--- src/rtl/routine_sequencer.sv ---
// Routine sequencer: picks one of NUM_ROUTINES light-routine buses, drives the
// board pins from it, and steps through routines on done pulses or Advance edges.
module routine_sequencer #(
  parameter int unsigned NUM_ROUTINES = 4,
  parameter int unsigned IDX_W        = 2,
  parameter int unsigned HOLD_CYCLES  = 2
) (
  input  logic                        Clock,
  input  logic                        Reset,
  input  logic [47*NUM_ROUTINES-1:0]  BusIn,
  input  logic                        Advance,
  input  logic                        AutoEn,
  output logic [NUM_ROUTINES-1:0]     RoutineReset,
  output logic [IDX_W-1:0]            ActiveIdx,
  output logic [9:0]                  LedRed,
  output logic [7:0]                  LedGrn,
  output logic [6:0]                  Hex3,
  output logic [6:0]                  Hex2,
  output logic [6:0]                  Hex1,
  output logic [6:0]                  Hex0
);

  localparam int unsigned SLICE_W = 47;
  localparam int unsigned CNT_W   = $clog2(HOLD_CYCLES) + 1;

  typedef struct packed {
    logic [9:0] red;
    logic [7:0] grn;
    logic [6:0] hex3;
    logic [6:0] hex2;
    logic [6:0] hex1;
    logic [6:0] hex0;
  } disp_t;

  typedef struct packed {
    logic  done;
    disp_t disp;
  } slice_t;

  typedef enum logic {
    RUN    = 1'b0,
    SWITCH = 1'b1
  } state_e;

  localparam disp_t BLANK = '{red: 10'h000, grn: 8'h00,
                              hex3: 7'h7F, hex2: 7'h7F, hex1: 7'h7F, hex0: 7'h7F};

  state_e                  state_q, state_d;
  logic [IDX_W-1:0]        idx_q, idx_d;
  logic [CNT_W-1:0]        cnt_q, cnt_d;
  logic                    adv_prev_q, adv_prev_d;
  logic [NUM_ROUTINES-1:0] rr_q, rr_d;
  disp_t                   disp_q, disp_d;

  slice_t                  active_slice;
  logic                    adv_edge;
  logic                    trigger;

  // Mux out the slice of the currently selected routine.
  always_comb begin
    active_slice = '0;
    for (int unsigned k = 0; k < NUM_ROUTINES; k++) begin
      if (idx_q == IDX_W'(k)) begin
        active_slice = BusIn[SLICE_W*k +: SLICE_W];
      end
    end
  end

  assign adv_edge = Advance & ~adv_prev_q;
  assign trigger  = adv_edge | (AutoEn & active_slice.done);

  // Next-state and next-output logic; outputs stay blank except in steady RUN.
  always_comb begin
    state_d    = state_q;
    idx_d      = idx_q;
    cnt_d      = cnt_q;
    adv_prev_d = Advance;
    disp_d     = BLANK;
    rr_d       = '1;

    unique case (state_q)
      RUN: begin
        if (trigger) begin
          state_d = SWITCH;
          idx_d   = (idx_q == IDX_W'(NUM_ROUTINES - 1)) ? '0 : idx_q + IDX_W'(1);
          cnt_d   = CNT_W'(HOLD_CYCLES - 1);
        end else begin
          disp_d = active_slice.disp;
        end
      end
      SWITCH: begin
        if (cnt_q == '0) begin
          state_d = RUN;
        end else begin
          cnt_d = cnt_q - CNT_W'(1);
        end
      end
      default: begin
        state_d = SWITCH;
        idx_d   = '0;
        cnt_d   = CNT_W'(HOLD_CYCLES - 1);
      end
    endcase

    // Registered reset mask tracks the state being entered.
    if (state_d == RUN) begin
      rr_d[idx_d] = 1'b0;
    end
  end

  always_ff @(posedge Clock) begin
    if (Reset) begin
      state_q    <= SWITCH;
      idx_q      <= '0;
      cnt_q      <= CNT_W'(HOLD_CYCLES - 1);
      adv_prev_q <= 1'b0;
      rr_q       <= '1;
      disp_q     <= BLANK;
    end else begin
      state_q    <= state_d;
      idx_q      <= idx_d;
      cnt_q      <= cnt_d;
      adv_prev_q <= adv_prev_d;
      rr_q       <= rr_d;
      disp_q     <= disp_d;
    end
  end

  assign RoutineReset = rr_q;
  assign ActiveIdx    = idx_q;
  assign LedRed       = disp_q.red;
  assign LedGrn       = disp_q.grn;
  assign Hex3         = disp_q.hex3;
  assign Hex2         = disp_q.hex2;
  assign Hex1         = disp_q.hex1;
  assign Hex0         = disp_q.hex0;

endmodule

--- config.mk ---
export PLATFORM = sky130hd
export DESIGN_NAME = routine_sequencer
export DESIGN_NICKNAME = d
export VERILOG_FILES = /design/src/rtl/routine_sequencer.sv
export SDC_FILE = /design/constraint.sdc
export NUM_CORES = 1
export LEC_CHECK = 0
export BUFFER_PORTS_ARGS = -buffer_cell sky130_fd_sc_hd__buf_4
export CAP_MARGIN = 20
export CORE_AREA = 2 2 95 97
export DETAILED_ROUTE_END_ITERATION = 12
export DIE_AREA = 0 0 97 99
export GPL_TIMING_DRIVEN = 0
export PLACE_DENSITY = 0.75
export SLEW_MARGIN = 20
export SYNTH_ARGS = -nofsm -noshare
export SYNTH_HDL_FRONTEND = slang
export SYNTH_SLANG_ARGS = --single-unit
export TNS_END_PERCENT = 5
--- constraint.sdc ---
create_clock -name Clock -period 2.2 [get_ports Clock]
set_clock_uncertainty 0.05 [all_clocks]
set_input_delay 0.11 -clock Clock [delete_from_list [all_inputs] [get_ports Clock]]
set_output_delay 0.11 -clock Clock [all_outputs]
set_load 0.1 [all_outputs]
==> results.toml <==
[sta]
fin_crit_ns = 2.12
timing.final.crit_share_pct = 96.5
final-hold-violation-count = 0
worstMarginPinSlew_ns = 0.614
setup_viol = 0
fmax_ghz = 0.471
rsz0062_at_grt = "yes"
maxSlewHeadroom_pct = 59.0
setup_tns_ns = 0
slew_viol_final = 0

[grt]
grt_pass1_vias = 4242
grt_overflow = 0
antenna_found_initial = 0
grt_max_degree = 18
gr-usage-all-layers_pct = 27.6
grt_pass1_wl_um = 21500

[routing]
vias_per_cell = 5.24
routedWlPerCell_um = 17.0
drt_wl_total_um = 14100
dr.pass1.iters = 5
drtAntennaViolNets = 0
drc_errors = 0
vias = 4326
drt_iter0_drc = 207

[critical_path]
rrSetupSlack_ns = 0.08
critical_path_arrival_ns = 2.28
required_ns = 2.36
end_kind = "flop"
crit_type = "flop to flop"
worstPathMaxFanout = 10
start_kind = "flop"

[run]
cap_violations = 0

[power]
clockPowerShare_pct = 19.3
seq_power_share_pct = 32.0
swShare_pct = 42.3
power_mw = 3.63
power_frac_comb_pct = 48.7
peakVddDrop_uv = 585
leakage_nw = 2.72
p_sw_mw = 1.54
internal-power_mw = 2.09
power_density_nw_per_um2 = 656

[die]
initial_core_util_pct = 36.6
core_um2 = 8550
pin_count = 244
die-area_um2 = 9600
die_w_um = 97
die_h_um = 99
rows = 34

[logic_synthesis]
synth-seq-cells = 56
synth_async_sr_flop_share_pct = 0
synthFlopType = "dfxtp_1"
syn_inst = 434
ys_seq_area_share_pct = 35.8
yosys_warnings = 0
synth_area_per_cell_um2 = 7.21
syn-num-nets = 631
synth_edf_count = 0
synth.distinct_cells = 29
synth_area_um2 = 3130

[clocking]
clk_pin_slew_worst_paths_ns = 0.11
clock-root-buffer = "clkbuf_8"
htreeDepth = 2
clock_path_buffers = 2
cts_buffers = 5
cts.sinks = 56
cts_tree = "done"
clock_latency_ns = 0.31

[place]
dp_hpwl_um = 10700
gp_congestion = 0.927
portBuffers = 243

[finish]
nFillCells = 738
layout_common_cells = "buf_4, a21oi_1, dfxtp_1"
multi_input_area_um2 = 1640
layout-drive-gt1-share_pct = 37.5
area_growth_pct = 76.8
final_common_cell = "buf_4"
ff_latch_area_um2 = 1130
num-nets-final = 913
antenna_cells = 0

[worst_hold_path]
hold_path.class = "input pin to flop"

[run_status]
status = "complete, no violations"
[state kept, by name (all words and copies together) (netlist names)]
name / count
cnt_q: 2
RoutineReset: 4
Hex3: 7
state_q: 1
ActiveIdx: 2
LedGrn: 8
LedRed: 10
adv_prev_q: 1
Hex2: 7
Hex1: 7
Hex0: 7
[synth_stat cells, types with 4 or more instances]
| master | n | area share (%) |
|---|---|---|
| a21oi_1 | 94 | 15 |
| dfxtp_1 | 56 | 36 |
| inv_1 | 50 | 6.0 |
| nand2_1 | 50 | 6.0 |
| o21ai_0 | 46 | 7.4 |
| a221o_1 | 28 | 9.0 |
| clkbuf_1 | 24 | 2.9 |
| nor2_1 | 20 | 2.4 |
| a22oi_1 | 18 | 4.3 |
| buf_1 | 6 | 0.72 |
| nand3_1 | 6 | 0.96 |
| ha_1 | 5 | 2.0 |
| nor3_1 | 5 | 0.80 |
| buf_2 | 4 | 0.64 |
[layout make-up]
type                       instances  area share, %
clock buffer                       5           1.24
tap                              108           2.44
multi-input combinational        288           29.6
timing repair buffer             275           38.8
sequential                        56           20.4
buffer                            39           3.37
inverter                          51           3.46
clock inverter                     3          0.746
[worst max-delay path, stage by stage (launching register included)]
cell and delay (ns):
dfxtp_4 0.39, inv_1 0.12, ha_1 0.25, buf_4 0.21, clkbuf_1 0.46, o21ai_0 0.21
a221o_1 0.31
[timing repair]
| action | in CTS | in global routing |
|---|---|---|
| setup buffers | 0 | 0 |
| endpoints found under the hold margin | 30 | 1 |
| setup endpoints to repair | 0 | 21 |
| hold buffers | 31 | 1 |
| gates resized for setup | 0 | 6 |
[cell families after synthesis]
kind of cell	synth area share, %
DFF	35.8
adders and majority gates	2.00
muxes	0.680
buffers and inverters	11.9
and+or+nand+nor	11.8
xor gates and xnor gates	0.280
AOI/OAI and AO/OA	37.5
[metrics by stage]
step                      worst slack [ns]  std cells  area [um^2]  hold WS (ns)  util (%)
after floorplan                     0.0486        434         3140         0.132         -
after global placement               0.128        785         5100         0.279      59.6
after detailed placement            0.0455        785         5100         0.287      59.6
after CTS                          0.00739        824         5520       0.00226      64.5
after global routing               -0.0404        825         5530       0.00487      64.7
final                               0.0764        825         5530       0.00526      64.7
[routing by layer]
layer  wire [um]  global-route usage, %  vias to the layer above
met3        1170                   6.03                       29
met2        6730                   46.6                      237
met5           0                      0                        -
met4         346                   8.56                        0
li1            -                      -                     2070
met1        5810                   35.4                     1990
[path summary, 6_finish.rpt]
kind	start	to	cells past startpoint
min reg2reg	cnt_q[1]	cnt_q[1]	2
max	ActiveIdx[1]	Hex3[4]	6
max reg2reg	ActiveIdx[1]	Hex3[4]	6
min	BusIn[180]	LedRed[3]	3
[power by group through the flow]
stage	Clock, mW	Combinational, mW	Sequential, mW
floorplan	0	0.629	1.67
global placement	0	1.68	1.18
detailed placement	0	1.70	1.18
CTS	0.708	1.75	1.16
global route	0.754	1.89	1.17
finish	0.702	1.76	1.16
Note: power is estimated with default switching activity, not from simulation.
